### src/rtl/monitor_bus_master.sv
// Bus master that runs one address/data transaction per host command on the
// card's strobed 8-bit bus, plus a synchronized interrupt input.

// state       | meaning
// IDLE        | waiting for a command; cmd_ready high, bus released
// ADDR_SETUP  | slot selected, address driven, strobe high
// ADDR_STROBE | address driven, strobe low
// ADDR_HOLD   | address driven, strobe high
// DATA_SETUP  | write data driven (or bus turned around for a read)
// DATA_STROBE | strobe low; a read samples ad_in on its last cycle
// DATA_HOLD   | strobe high, slot still selected
// DONE        | one-cycle rsp_valid, bus released
module monitor_bus_master #(
    parameter int unsigned PHASE_LEN = 8
) (
    input  logic       clk_50mhz_in,
    input  logic       reset_x,
    input  logic       cmd_valid,
    output logic       cmd_ready,
    input  logic       cmd_write,
    input  logic [7:0] cmd_addr,
    input  logic [7:0] cmd_wdata,
    output logic       rsp_valid,
    output logic [7:0] rsp_rdata,
    output logic       slot_x_int_x,
    output logic       clk_rw,
    output logic       ax_d,
    output logic       r_wx,
    output logic [7:0] ad,
    output logic       ad_oe_x,
    input  logic [7:0] ad_in,
    input  logic       irq_x,
    output logic       irq_pending,
    output logic       irq_event
);

    typedef enum logic [2:0] {
        IDLE,
        ADDR_SETUP,
        ADDR_STROBE,
        ADDR_HOLD,
        DATA_SETUP,
        DATA_STROBE,
        DATA_HOLD,
        DONE
    } state_t;

    localparam logic [7:0] RELOAD = 8'(PHASE_LEN - 1);

    state_t     state_q, state_d;
    logic [7:0] cnt_q, cnt_d;
    logic       wr_q, wr_d;
    logic [7:0] addr_q, addr_d;
    logic [7:0] wdata_q, wdata_d;

    logic       cmd_ready_q, cmd_ready_d;
    logic       rsp_valid_q, rsp_valid_d;
    logic [7:0] rsp_rdata_q, rsp_rdata_d;
    logic       slot_q, slot_d;
    logic       clk_rw_q, clk_rw_d;
    logic       ax_d_q, ax_d_d;
    logic       r_wx_q, r_wx_d;
    logic [7:0] ad_q, ad_d;
    logic       ad_oe_x_q, ad_oe_x_d;

    logic       irq_s1_q, irq_s2_q;
    logic       irq_event_q, irq_event_d;

    logic       addr_ph, data_ph, strobe_ph;

    always_comb begin
        state_d     = state_q;
        cnt_d       = cnt_q;
        wr_d        = wr_q;
        addr_d      = addr_q;
        wdata_d     = wdata_q;
        rsp_rdata_d = rsp_rdata_q;

        case (state_q)
            IDLE: begin
                cnt_d = 8'd0;
                if (cmd_valid && cmd_ready_q) begin
                    state_d = ADDR_SETUP;
                    cnt_d   = RELOAD;
                    wr_d    = cmd_write;
                    addr_d  = cmd_addr;
                    wdata_d = cmd_wdata;
                end
            end
            DONE: begin
                state_d = IDLE;
                cnt_d   = 8'd0;
            end
            default: begin
                if (cnt_q == 8'd0) begin
                    cnt_d = RELOAD;
                    case (state_q)
                        ADDR_SETUP:  state_d = ADDR_STROBE;
                        ADDR_STROBE: state_d = ADDR_HOLD;
                        ADDR_HOLD:   state_d = DATA_SETUP;
                        DATA_SETUP:  state_d = DATA_STROBE;
                        DATA_STROBE: state_d = DATA_HOLD;
                        default: begin
                            state_d = DONE;
                            cnt_d   = 8'd0;
                        end
                    endcase
                end else begin
                    cnt_d = cnt_q - 8'd1;
                end
            end
        endcase

        // card data is only guaranteed stable at the end of the data strobe
        if (state_q == DATA_STROBE && cnt_q == 8'd0 && !wr_q) begin
            rsp_rdata_d = ad_in;
        end

        // bus outputs are decoded from the next state so they leave flops
        addr_ph   = (state_d == ADDR_SETUP) || (state_d == ADDR_STROBE) ||
                    (state_d == ADDR_HOLD);
        data_ph   = (state_d == DATA_SETUP) || (state_d == DATA_STROBE) ||
                    (state_d == DATA_HOLD);
        strobe_ph = (state_d == ADDR_STROBE) || (state_d == DATA_STROBE);

        cmd_ready_d = (state_d == IDLE);
        rsp_valid_d = (state_d == DONE);
        slot_d      = !(addr_ph || data_ph);
        clk_rw_d    = !strobe_ph;
        ax_d_d      = !data_ph;
        r_wx_d      = (addr_ph || data_ph) ? !wr_d : 1'b1;
        ad_oe_x_d   = !(addr_ph || (data_ph && wr_d));

        ad_d = ad_q;
        if (addr_ph) begin
            ad_d = addr_d;
        end else if (data_ph && wr_d) begin
            ad_d = wdata_d;
        end

        irq_event_d = irq_s2_q && !irq_s1_q;
    end

    always_ff @(posedge clk_50mhz_in) begin
        if (!reset_x) begin
            state_q     <= IDLE;
            cnt_q       <= 8'd0;
            wr_q        <= 1'b0;
            addr_q      <= 8'd0;
            wdata_q     <= 8'd0;
            cmd_ready_q <= 1'b1;
            rsp_valid_q <= 1'b0;
            rsp_rdata_q <= 8'd0;
            slot_q      <= 1'b1;
            clk_rw_q    <= 1'b1;
            ax_d_q      <= 1'b1;
            r_wx_q      <= 1'b1;
            ad_q        <= 8'd0;
            ad_oe_x_q   <= 1'b1;
            irq_s1_q    <= 1'b1;
            irq_s2_q    <= 1'b1;
            irq_event_q <= 1'b0;
        end else begin
            state_q     <= state_d;
            cnt_q       <= cnt_d;
            wr_q        <= wr_d;
            addr_q      <= addr_d;
            wdata_q     <= wdata_d;
            cmd_ready_q <= cmd_ready_d;
            rsp_valid_q <= rsp_valid_d;
            rsp_rdata_q <= rsp_rdata_d;
            slot_q      <= slot_d;
            clk_rw_q    <= clk_rw_d;
            ax_d_q      <= ax_d_d;
            r_wx_q      <= r_wx_d;
            ad_q        <= ad_d;
            ad_oe_x_q   <= ad_oe_x_d;
            irq_s1_q    <= irq_x;
            irq_s2_q    <= irq_s1_q;
            irq_event_q <= irq_event_d;
        end
    end

    assign cmd_ready    = cmd_ready_q;
    assign rsp_valid    = rsp_valid_q;
    assign rsp_rdata    = rsp_rdata_q;
    assign slot_x_int_x = slot_q;
    assign clk_rw       = clk_rw_q;
    assign ax_d         = ax_d_q;
    assign r_wx         = r_wx_q;
    assign ad           = ad_q;
    assign ad_oe_x      = ad_oe_x_q;
    assign irq_pending  = !irq_s2_q;
    assign irq_event    = irq_event_q;

endmodule
### config.mk
export PLATFORM = sky130hd
export DESIGN_NAME = monitor_bus_master
export DESIGN_NICKNAME = d
export VERILOG_FILES = /design/src/rtl/monitor_bus_master.sv
export SDC_FILE = /design/constraint.sdc
export NUM_CORES = 1
export LEC_CHECK = 0
export BUFFER_PORTS_ARGS = -buffer_cell sky130_fd_sc_hd__buf_2
export CORE_MARGIN = 10
export CORE_UTILIZATION = 52
export CTS_CLUSTER_SIZE = 16
export DETAILED_ROUTE_END_ITERATION = 12
export GPL_ROUTABILITY_DRIVEN = 0
export PLACE_DENSITY_LB_ADDON = 0.25
export SYNTH_ARGS = -nofsm -noshare
export SYNTH_HDL_FRONTEND = slang
export SYNTH_SLANG_ARGS = --single-unit
### constraint.sdc
create_clock -name clk_50mhz_in -period 2.5 [get_ports clk_50mhz_in]
set_clock_uncertainty 0.1 [all_clocks]
set_input_delay 0.125 -clock clk_50mhz_in [delete_from_list [all_inputs] [get_ports clk_50mhz_in]]
set_output_delay 0.125 -clock clk_50mhz_in [all_outputs]
set_load 0.01 [all_outputs]
==> results.cfg, run 1 <==
[global_routing]
number_of_antenna_violations_at_the_first_check_in_global_routing = 0
grt_pass1_vias = 2037
grt_pass1_wl_um = 9140
grt_max_degree = 21
gr-total-overflow = 0
global_route.usage.total_pct = 14.9

[placed_design]
dp_hpwl_um = 3810
place.port_buffers = 53

[layout]
nFillCells = 309
num-nets-final = 344
multiInputGateArea_um2 = 1080
antenna_cells_inserted = 0
sequential_cell_area_um2 = 1080
syn_to_final_growth_pct = 27.9
post_route_cells_drive_above_1_share_pct = 25.6

[routing]
drc = 0
first_iter_violations = 98
detail_route.first_pass.iterations = 4
via_count = 1912
detail_route.wirelength_um = 5290
routed_wire_length_per_instance_um = 14.6
detail_route.vias_per_cell = 5.27
drtAntennaViolNets = 0

[flow_run]
max_cap_viol_count = 0

[sta]
number_of_pins_with_negative_max_slew_slack_in_the_final_report = 0
min_period_over_period_pct = 90.4
grt_setup_unrepaired = false
setup_violations = 0
final_period_minus_worst_setup_slack_ps = 2260
hold-worst-slack_ps = -4.96
setup_tns_ps = 0
rel_slew_slack_pct = 56.3
timing_hold_violations_final = 1
timing_worst_slew_pin_value_ps = 655
max_freq_ghz = 0.442

[hold_path]
hold_path_class = in2reg

[synth]
yosysWarnings = 0
postSynthRegisterBits = 54
syn_nets = 264
synth_sequential_area_ratio_pct = 47.9
synth_async_sr_flop_share_pct = 0
synth_area_per_cell_um2 = 9.69
synth_edf_count = 0
synthCells = 233
synth.cell_area_um2 = 2260
ys_dominant_reg_cell = sky130_fd_sc_hd__dfxtp_1
number_of_distinct_library_cells_after_synthesis = 50

[floorplan]
fp.dieArea_um2 = 7380
io_pins = 54
core_area_um2 = 4090
fp-row-count = 23
start_util_pct = 55.2
overall_die_height_um = 85.9
die_x_um = 85.9

[clock_network]
clk-insertion-delay-late_ps = 310
clk_sinks = 54
clock_tree.root_cell = sky130_fd_sc_hd__clkbuf_8
post_cts_hold_buffer_count = 25
numCtsBuffers = 5
post_cts.repair.setup_buffers = 0
clk_pin_slew_ps = 100
tritoncts = done
post_cts_resize_count = 0
ctsHtreeMaxLevel = 2
clockBufferDepth = 2

[power]
cellLeakagePower_nw = 1.29
powerDensity_nw_per_um2 = 1050
ir_drop_mv = 0.561

[worst_setup_path]
cp_data_required_time_ps = 2610
critPathMaxFanout = 8
sort_of_element_at_the_end_of_the_critical_path = flop
start_kind = flop
timing_worst_setup_path_type = reg2reg
cp.arrival_ps = 2370

[run_status]
run_status = finished, violations left
failed_checks = negative hold slack
==> state kept, by name, indices dropped and copies added (netlist names), 3 cells and up <==
| name | count |
|---|---|
| ad | 8 |
| addr_q | 8 |
| cnt_q | 8 |
| rsp_rdata | 8 |
| wdata_q | 8 |
| state_q | 3 |
==> worst max-delay path: stages (launching register included) <==
cell and delay [ps]:
sky130_fd_sc_hd__dfxtp_1 370, sky130_fd_sc_hd__or4_4 600, sky130_fd_sc_hd__nor4_4 350, sky130_fd_sc_hd__nor2_2 100, sky130_fd_sc_hd__o211a_4 300, sky130_fd_sc_hd__a221o_1 350
==> report_power, final <==
part / internal [mW] / switching (mW) / total (mW) / leakage [nW]
sequential: 1.04 / 0.108 / 1.15 / 0.441
combinational: 0.589 / 0.807 / 1.40 / 0.803
clock: 0.194 / 0.279 / 0.474 / 0.0444
total: 1.83 / 1.19 / 3.02 / 1.29
==> worst paths after layout <==
path	slack, ps	startpoint	depth (start not counted)	end
worst max register to register	240	cnt_q[2]$_SDFF_PN0_	5	ad[4]$_SDFFE_PN0P_
worst min-delay path	-5	cmd_wdata[0]	3	wdata_q[0]$_SDFF_PN0_
worst max-delay path	240	cnt_q[2]$_SDFF_PN0_	5	ad[4]$_SDFFE_PN0P_
worst min register to register	330	irq_s2_q$_SDFF_PN1_	2	irq_event$_SDFF_PN0_
==> through the flow <==
stage | worst slack [ps] | cell area [um^2] | std cells | total power [mW] | utilization, %
floorplan | 375 | 2260 | 233 | 2.23 | -
global placement | 299 | 2550 | 331 | 2.51 | 62.5
detailed placement | 256 | 2550 | 331 | 2.55 | 62.5
CTS | 239 | 2890 | 363 | 3.05 | 70.6
global route | 157 | 2890 | 363 | 3.26 | 70.6
finish | 240 | 2890 | 363 | 3.02 | 70.6
==> area by class of cell <==
type | count | area share, %
inverters | 4 | 0.520
flip-flops and latches | 54 | 37.5
clock buffers | 5 | 2.38
multi-input cells | 163 | 37.3
clock inverters | 2 | 0.477
repair buffers | 85 | 19.7
well taps | 50 | 2.17
==> cell families after synthesis <==
| family | count (synthesis) | share of synthesized area [%] |
|---|---|---|
| and+or+nand+nor | 95 | 22.2 |
| buffers and inverters | 16 | 4.38 |
| xor gates and xnor gates | 7 | 2.72 |
| muxes | 17 | 8.09 |
| adders and majority gates | 2 | 1.11 |
| AOI/OAI and AO/OA | 42 | 13.6 |
| DFF | 54 | 47.9 |
==> cell usage after synthesis, types with 2 or more instances <==
cell type / instances / share of area, %
sky130_fd_sc_hd__dfxtp_1: 54 / 48
sky130_fd_sc_hd__nor3_1: 4 / 0.89
sky130_fd_sc_hd__nor4_1: 2 / 0.55
sky130_fd_sc_hd__o211ai_1: 2 / 0.66
sky130_fd_sc_hd__clkbuf_1: 5 / 0.83
sky130_fd_sc_hd__mux2i_1: 16 / 7.1
sky130_fd_sc_hd__nand3_1: 2 / 0.44
sky130_fd_sc_hd__a221o_1: 8 / 3.5
sky130_fd_sc_hd__xor2_1: 3 / 1.2
sky130_fd_sc_hd__nor2_1: 38 / 6.3
sky130_fd_sc_hd__or3_1: 2 / 0.55
sky130_fd_sc_hd__nand2b_1: 3 / 0.83
sky130_fd_sc_hd__nor3b_1: 2 / 0.66
sky130_fd_sc_hd__ha_1: 2 / 1.1
sky130_fd_sc_hd__clkbuf_8: 2 / 1.2
sky130_fd_sc_hd__inv_1: 4 / 0.66
sky130_fd_sc_hd__buf_6: 2 / 1.0
sky130_fd_sc_hd__o21ai_0: 6 / 1.3
sky130_fd_sc_hd__xnor2_1: 4 / 1.6
sky130_fd_sc_hd__buf_2: 2 / 0.44
sky130_fd_sc_hd__and3_1: 2 / 0.55
sky130_fd_sc_hd__nand2_1: 27 / 4.5
sky130_fd_sc_hd__a21oi_1: 14 / 3.1
==> layer usage <==
layer / GRT usage (%) / part of all wire (%) / up-vias
li1: - / - / 974
met1: 16.3 / 42 / 877
met2: 26.0 / 49 / 51
met3: 3.78 / 5.9 / 10
met4: 7.04 / 2.1 / 0
met5: 0 / 0 / -
==> layout by cell type (no fill, tap or decap), types with 3 or more instances in the layout <==
master,n
sky130_fd_sc_hd__a221o_1,8
sky130_fd_sc_hd__nand2_1,27
sky130_fd_sc_hd__buf_2,53
sky130_fd_sc_hd__mux2i_1,16
sky130_fd_sc_hd__o21ai_0,6
sky130_fd_sc_hd__a21oi_1,14
sky130_fd_sc_hd__inv_1,4
sky130_fd_sc_hd__xor2_1,3
sky130_fd_sc_hd__clkbuf_8,5
sky130_fd_sc_hd__buf_4,7
sky130_fd_sc_hd__dfxtp_1,54
sky130_fd_sc_hd__nor3_1,4
sky130_fd_sc_hd__dlygate4sd3_1,25
sky130_fd_sc_hd__xnor2_1,4
sky130_fd_sc_hd__nor2_1,38
sky130_fd_sc_hd__nand2b_1,3
Note: power is estimated with default switching activity, not from simulation.
==> inputs of run 2 (changes only) <==
==> constraint.sdc (replaced) <==
create_clock -name clk_50mhz_in -period 2.1 [get_ports clk_50mhz_in]
set_clock_uncertainty 0.1 [all_clocks]
set_input_delay 0.42 -clock clk_50mhz_in [delete_from_list [all_inputs] [get_ports clk_50mhz_in]]
set_output_delay 0.42 -clock clk_50mhz_in [all_outputs]
set_load 0.01 [all_outputs]
==> results.cfg, run 2 (synthesis results as in run 1) <==
[clock_network]
ctsHtreeMaxLevel = 2
clk_pin_slew_ps = 90
numCtsBuffers = 5
clockBufferDepth = 2
clk_sinks = 54
clk-insertion-delay-late_ps = 310
clock_tree.root_cell = sky130_fd_sc_hd__clkbuf_8
tritoncts = done

[routing]
drtAntennaViolNets = 0
detail_route.first_pass.iterations = 4
first_iter_violations = 125
routed_wire_length_per_instance_um = 14.5
detail_route.vias_per_cell = 5.35
detail_route.wirelength_um = 5130
via_count = 1893
drc = 0

[layout]
antenna_cells_inserted = 0
multiInputGateArea_um2 = 1100
syn_to_final_growth_pct = 23.8
layout.cells.most_common = sky130_fd_sc_hd__buf_2
post_route_cells_drive_above_1_share_pct = 33.6
num-nets-final = 335
layout.cell_area.non_filler_um2 = 2790
postLayoutCoreUtil_pct = 68.4
mostFrequentLayoutCells = sky130_fd_sc_hd__buf_2 (53), sky130_fd_sc_hd__dfxtp_1 (52), sky130_fd_sc_hd__nor2_1 (37)
sequential_cell_area_um2 = 1080
nFillCells = 326

[power]
clkPwrFrac_pct = 14.2
net-switching-power_mw = 1.49
power.share.combinational_pct = 49.9
p_int_mw = 2.36
seq_power_share_pct = 35.9
ir_drop_mv = 0.651
switching_share_pct = 38.6
powerDensity_nw_per_um2 = 1380
totalPowerFinal_mw = 3.85
cellLeakagePower_nw = 1.26

[hold_path]
hold_path_class = in2reg
hold-path-endpoint = irq_s1_q$_SDFF_PN1_
timing.hold.worst_path_depth = 2
hold_path.startpoint = irq_x

[worst_setup_path]
start_kind = flop
timing_worst_setup_path_type = reg2reg
timing.critical_path.slowest_cell_delay_ps = 580
cp.arrival_ps = 2130
timing.rr.end = ad[0]$_SDFFE_PN0P_
crit_family = simple AND/OR/NAND/NOR gates
timing.critical_path.buf_inv = 0
worst_path_max_delay_cell = sky130_fd_sc_hd__or4_4
cp_data_required_time_ps = 2200
worstReg2RegStart = cnt_q[3]$_SDFF_PN0_
sort_of_element_at_the_end_of_the_critical_path = flop
critical_path.cell_chain = or4_4 -> nor4_4 -> nor2_2 -> o211a_4 -> a221o_1
worst_setup_path_startpoint = cnt_q[3]$_SDFF_PN0_
critPathMaxFanout = 8
worst_r2r_path_depth = 5
worst-r2r-setup-slack_ps = 70

[sta]
rel_slew_slack_pct = 53.9
number_of_pins_with_negative_max_slew_slack_in_the_final_report = 0
timing_hold_violations_final = 0
max_freq_ghz = 0.493
min_period_over_period_pct = 96.7
final_period_minus_worst_setup_slack_ps = 2030
timing_worst_slew_pin_value_ps = 692
setup_violations = 0
grt_setup_unrepaired = false

[floorplan]
start_util_pct = 55.2
fp-row-count = 23
fp.dieArea_um2 = 7380
die_x_um = 85.9
overall_die_height_um = 85.9
io_pins = 54
core_area_um2 = 4090

[global_routing]
global_route.usage.total_pct = 13.9
grt_pass1_wl_um = 8570
grt_max_degree = 17
grt_pass1_vias = 1897
gr-total-overflow = 0
number_of_antenna_violations_at_the_first_check_in_global_routing = 0

[flow_run]
max_cap_viol_count = 0

[placed_design]
dp_hpwl_um = 3860
placed_cell_area_um2 = 2660
place.port_buffers = 53

[run_status]
run_status = finished, final reports clean
run 2: changes by cell type in the layout (fill, tap and decap cells not counted), sizes merged:
cell,delta
dlygate4sd3,-25
inv,-1
clkbuf,+1
clkinv,-1
buf,+16
clkinvlp,+1
run 2: how the worst max path moves through the flow:
stage                     depth (start not counted)  slack [ps]                        end
after floorplan                                   4           6         ad[1]$_SDFFE_PN0P_
after global placement                            7          50         ad[6]$_SDFFE_PN0P_
after detailed placement                          7         -20         ad[7]$_SDFFE_PN0P_
after CTS                                         5          -6         ad[5]$_SDFFE_PN0P_
after global routing                              6         0.4  rsp_rdata[1]$_SDFFE_PN0P_
final                                             5          70         ad[0]$_SDFFE_PN0P_
run 2: what timing repair did:
action / in CTS / in global routing
resized for setup: 0 / 10
hold buffers: 0 / 0
buffers inserted: 2 / 1
pin swaps: 4 / 11
setup endpoints to repair: 8 / 16
run 2: worst reg2reg max path, delay by kind of cell (launching register included):
family / cells / cell delay (ps)
AO/OA/AOI/OAI: 2 / 630
flip-flops: 1 / 320
AND/OR/NAND/NOR: 3 / 870
run 2: cell type report:
cell class | count | area share, %
Multi-Input combinational cell | 163 | 39.3
Sequential cell | 54 | 38.8
Timing Repair Buffer | 76 | 16.3
Clock buffer | 6 | 2.60
Tap cell | 50 | 2.24
Inverter | 4 | 0.537
Clock inverter | 1 | 0.269
run 2: per-layer routing:
metal  GRT usage, %  vias up  share of wire (%)
li1               -      958                  -
met1           15.0      866                 43
met2           23.2       61                 46
met3           6.24        8                9.0
met4           5.09        0                1.6
met5              0        -                  0
run 2: power by group through the flow:
stage | logic, mW | registers, mW | clock network (mW)
after floorplan | 1.24 | 1.42 | 0
after global placement | 1.80 | 1.39 | 0
after detailed placement | 1.83 | 1.39 | 0
after CTS | 1.85 | 1.37 | 0.562
after global routing | 2.10 | 1.41 | 0.597
final | 1.92 | 1.38 | 0.547
run 2: stage by stage:
stage          setup TNS, ps  setup WS, ps  std cells  hold slack [ps]
2_1_floorplan              0          5.92        233              310
3_3_place_gp               0          49.2        344              315
3_5_place_dp            -114         -20.2        344              326
4_1_cts                -14.0         -5.52        353              183
5_1_grt                    0         0.433        354              177
6_report                   0          69.7        354              190
==> inputs of run 3 (changes only) <==
--- a/config.mk
+++ b/config.mk
@@ -5,9 +5,10 @@
 export SDC_FILE = /design/constraint.sdc
 export NUM_CORES = 1
 export LEC_CHECK = 0
+export ABC_AREA = 1
 export BUFFER_PORTS_ARGS = -buffer_cell sky130_fd_sc_hd__buf_2
 export CORE_MARGIN = 10
-export CORE_UTILIZATION = 52
+export CORE_UTILIZATION = 53
 export CTS_CLUSTER_SIZE = 16
 export DETAILED_ROUTE_END_ITERATION = 12
 export GPL_ROUTABILITY_DRIVEN = 0
==> constraint.sdc (replaced) <==
create_clock -name clk_50mhz_in -period 2.1 [get_ports clk_50mhz_in]
set_clock_uncertainty 0.1 [all_clocks]
set_input_delay 0.42 -clock clk_50mhz_in [delete_from_list [all_inputs] [get_ports clk_50mhz_in]]
set_output_delay 0.42 -clock clk_50mhz_in [all_outputs]
set_load 0.05 [all_outputs]
==> results.cfg, run 3 <==
[clock_network]
clock_tree.root_cell = sky130_fd_sc_hd__clkbuf_8
ctsHtreeMaxLevel = 2
tritoncts = done
clk-insertion-delay-late_ps = 300
clk_sinks = 54
post_cts_resize_count = 0
clockBufferDepth = 2
numCtsBuffers = 5
clk_pin_slew_ps = 90
post_cts.repair.setup_buffers = 0
post_cts_hold_buffer_count = 0

[synth]
synth_common_cells = sky130_fd_sc_hd__nand2_1 (87), sky130_fd_sc_hd__dfxtp_1 (54), sky130_fd_sc_hd__nor2_1 (40)
yosysWarnings = 0
synth_async_sr_flop_share_pct = 0
synth_top_area_cell = sky130_fd_sc_hd__dfxtp_1
ys_dominant_reg_cell = sky130_fd_sc_hd__dfxtp_1
postSynthRegisterBits = 54
synthCells = 327
synth_sequential_area_ratio_pct = 45.4
syn_nets = 358
most_common_cell_in_the_synthesized_netlist = sky130_fd_sc_hd__nand2_1
synth_area_per_cell_um2 = 7.28
synth.cell_area_um2 = 2380
synth_edf_count = 0
top_area_cell_type_share_of_the_netlist_area_pct = 45.4
number_of_distinct_library_cells_after_synthesis = 31
synth_area_leaders = sky130_fd_sc_hd__dfxtp_1 (45%), sky130_fd_sc_hd__nand2_1 (14%), sky130_fd_sc_hd__nor2_1 (6.3%), sky130_fd_sc_hd__inv_1 (5.2%), sky130_fd_sc_hd__nand3_1 (4.6%)

[layout]
num-nets-final = 413
layout.cell_area.non_filler_um2 = 2830
final-instance-count-excl-fill = 435
nFillCells = 374
syn_to_final_growth_pct = 18.7
post_route_cells_drive_above_1_share_pct = 24.8
mostFrequentLayoutCells = sky130_fd_sc_hd__nand2_1 (86), sky130_fd_sc_hd__dfxtp_1 (54), sky130_fd_sc_hd__buf_2 (53)
antenna_cells_inserted = 0
postLayoutCoreUtil_pct = 64.9
layout.cells.most_common = sky130_fd_sc_hd__nand2_1

[sta]
max_freq_ghz = 0.518
rel_slew_slack_pct = 74.4
layout_setup_ws_ps = 170
timing_hold_violations_final = 0
setup_violations = 0
timing_worst_slew_pin_value_ps = 384
number_of_pins_with_negative_max_slew_slack_in_the_final_report = 0
final_period_minus_worst_setup_slack_ps = 1930
min_period_over_period_pct = 91.9

[global_routing]
grt_max_degree = 27
global_route.usage.total_pct = 13.7
grt_pass1_vias = 2065
grt_pass1_wl_um = 8630
gr-total-overflow = 0
number_of_antenna_violations_at_the_first_check_in_global_routing = 0

[worst_setup_path]
critical_path.cell_chain = inv_1 -> ha_1 -> nand2_1 -> nor2_4 -> inv_2 -> nand2_1 -> nand3_2 -> nand3_2 -> nand2_8 -> nand2_2 -> nand2_4 -> nor2_1 -> nor2_1
start_kind = flop
worst_path_max_delay_cell = sky130_fd_sc_hd__dfxtp_1
critPathMaxFanout = 18
cp.arrival_ps = 2030
sort_of_element_at_the_end_of_the_critical_path = flop
cp_data_required_time_ps = 2200
worstReg2RegStart = cnt_q[0]$_SDFF_PN0_
worst_setup_path_startpoint = cnt_q[0]$_SDFF_PN0_
timing_worst_setup_path_type = reg2reg
timing.critical_path.slowest_cell_delay_ps = 320
worst-r2r-setup-slack_ps = 170

[floorplan]
start_util_pct = 54.7
fp.dieArea_um2 = 7570
io_pins = 54
overall_die_height_um = 87.0
fp-row-count = 24
die_x_um = 87.0
core_area_um2 = 4350

[flow_run]
max_cap_viol_count = 0

[placed_design]
dp_hpwl_um = 3870
placed_cell_area_um2 = 2700
placement.setup.worst_slack_ps = 157
place.port_buffers = 53
place_inst = 427

[routing]
detail_route.wirelength_um = 5200
detail_route.first_pass.iterations = 4
detail_route.vias_per_cell = 4.84
first_iter_violations = 118
drtAntennaViolNets = 0
drc = 0
via_count = 2106
routed_wire_length_per_instance_um = 12.0

[hold_path]
hold_path.startpoint = irq_x
hold_path_class = in2reg

[power]
totalPowerFinal_mw = 5.21
powerDensity_nw_per_um2 = 1840
ir_drop_mv = 0.792
cellLeakagePower_nw = 1.47

[run_status]
run_status = finished, final reports clean
-- run 3: cell count changes in the layout (fill, tap and decap cells not counted), sizes merged, moves of 4 or more --
cell	before	now
nand2	27	91
inv	4	40
nand3	2	26
buf	76	59
mux2i	17	0
a221o	8	0
and2	1	8
a21oi	14	20
o21ai	7	13
xnor2	4	0
-- run 3: worst paths after layout --
path / to / cells past startpoint
max: ad[1]$_SDFFE_PN0P_ / 13
min: irq_s1_q$_SDFF_PN1_ / 2
max reg2reg: ad[1]$_SDFFE_PN0P_ / 13
min reg2reg: irq_event$_SDFF_PN0_ / 2
-- run 3: power by group --
part | switching [mW] | leakage [nW] | internal (mW) | total, mW
Combinational | 2.10 | 0.966 | 0.992 | 3.09
Sequential | 0.146 | 0.442 | 1.30 | 1.45
Clock | 0.320 | 0.0579 | 0.351 | 0.671
Total | 2.56 | 1.47 | 2.65 | 5.21
-- run 3: routing by layer --
metal  track usage [%]  wire (um)  up-vias
met5                 0          0        -
met4              5.01         86        0
met3              3.75        307       10
met2              25.0       2550       53
met1              14.5       2260      916
li1                  -          -     1127
-- run 3: kinds of logic after synthesis --
family	synth area share (%)
buffers and inverters	9.04
flip-flops	45.4
AND/OR/NAND/NOR	33.3
adder cells (fa/ha/maj)	1.05
XOR/XNOR	1.84
AO/OA/AOI/OAI	9.35
-- run 3: final cells by class --
type | count | area [um^2] | area share [%]
Inverter | 41 | 154 | 5.45
Multi-Input combinational cell | 221 | 1110 | 39.1
Clock buffer | 5 | 68.8 | 2.44
Clock inverter | 3 | 40.0 | 1.42
Timing Repair Buffer | 59 | 310 | 11.0
Sequential cell | 54 | 1080 | 38.3
Tap cell | 52 | 65.1 | 2.30
-- run 3: critical path, delay by kind of cell, from the launching register on --
| kind | cells | cell delay (ps) |
|---|---|---|
| adder cells (fa/ha/maj) | 1 | 170 |
| flip-flops | 1 | 320 |
| buffers and inverters | 2 | 170 |
| AND/OR/NAND/NOR | 10 | 1070 |
-- run 3: through the flow --
stage | TNS, ps | hold WS (ps)
after floorplan | 0 | 306
after global placement | 0 | 323
after detailed placement | 0 | 329
after CTS | 0 | 203
after global routing | -11.9 | 211
final | 0 | 210
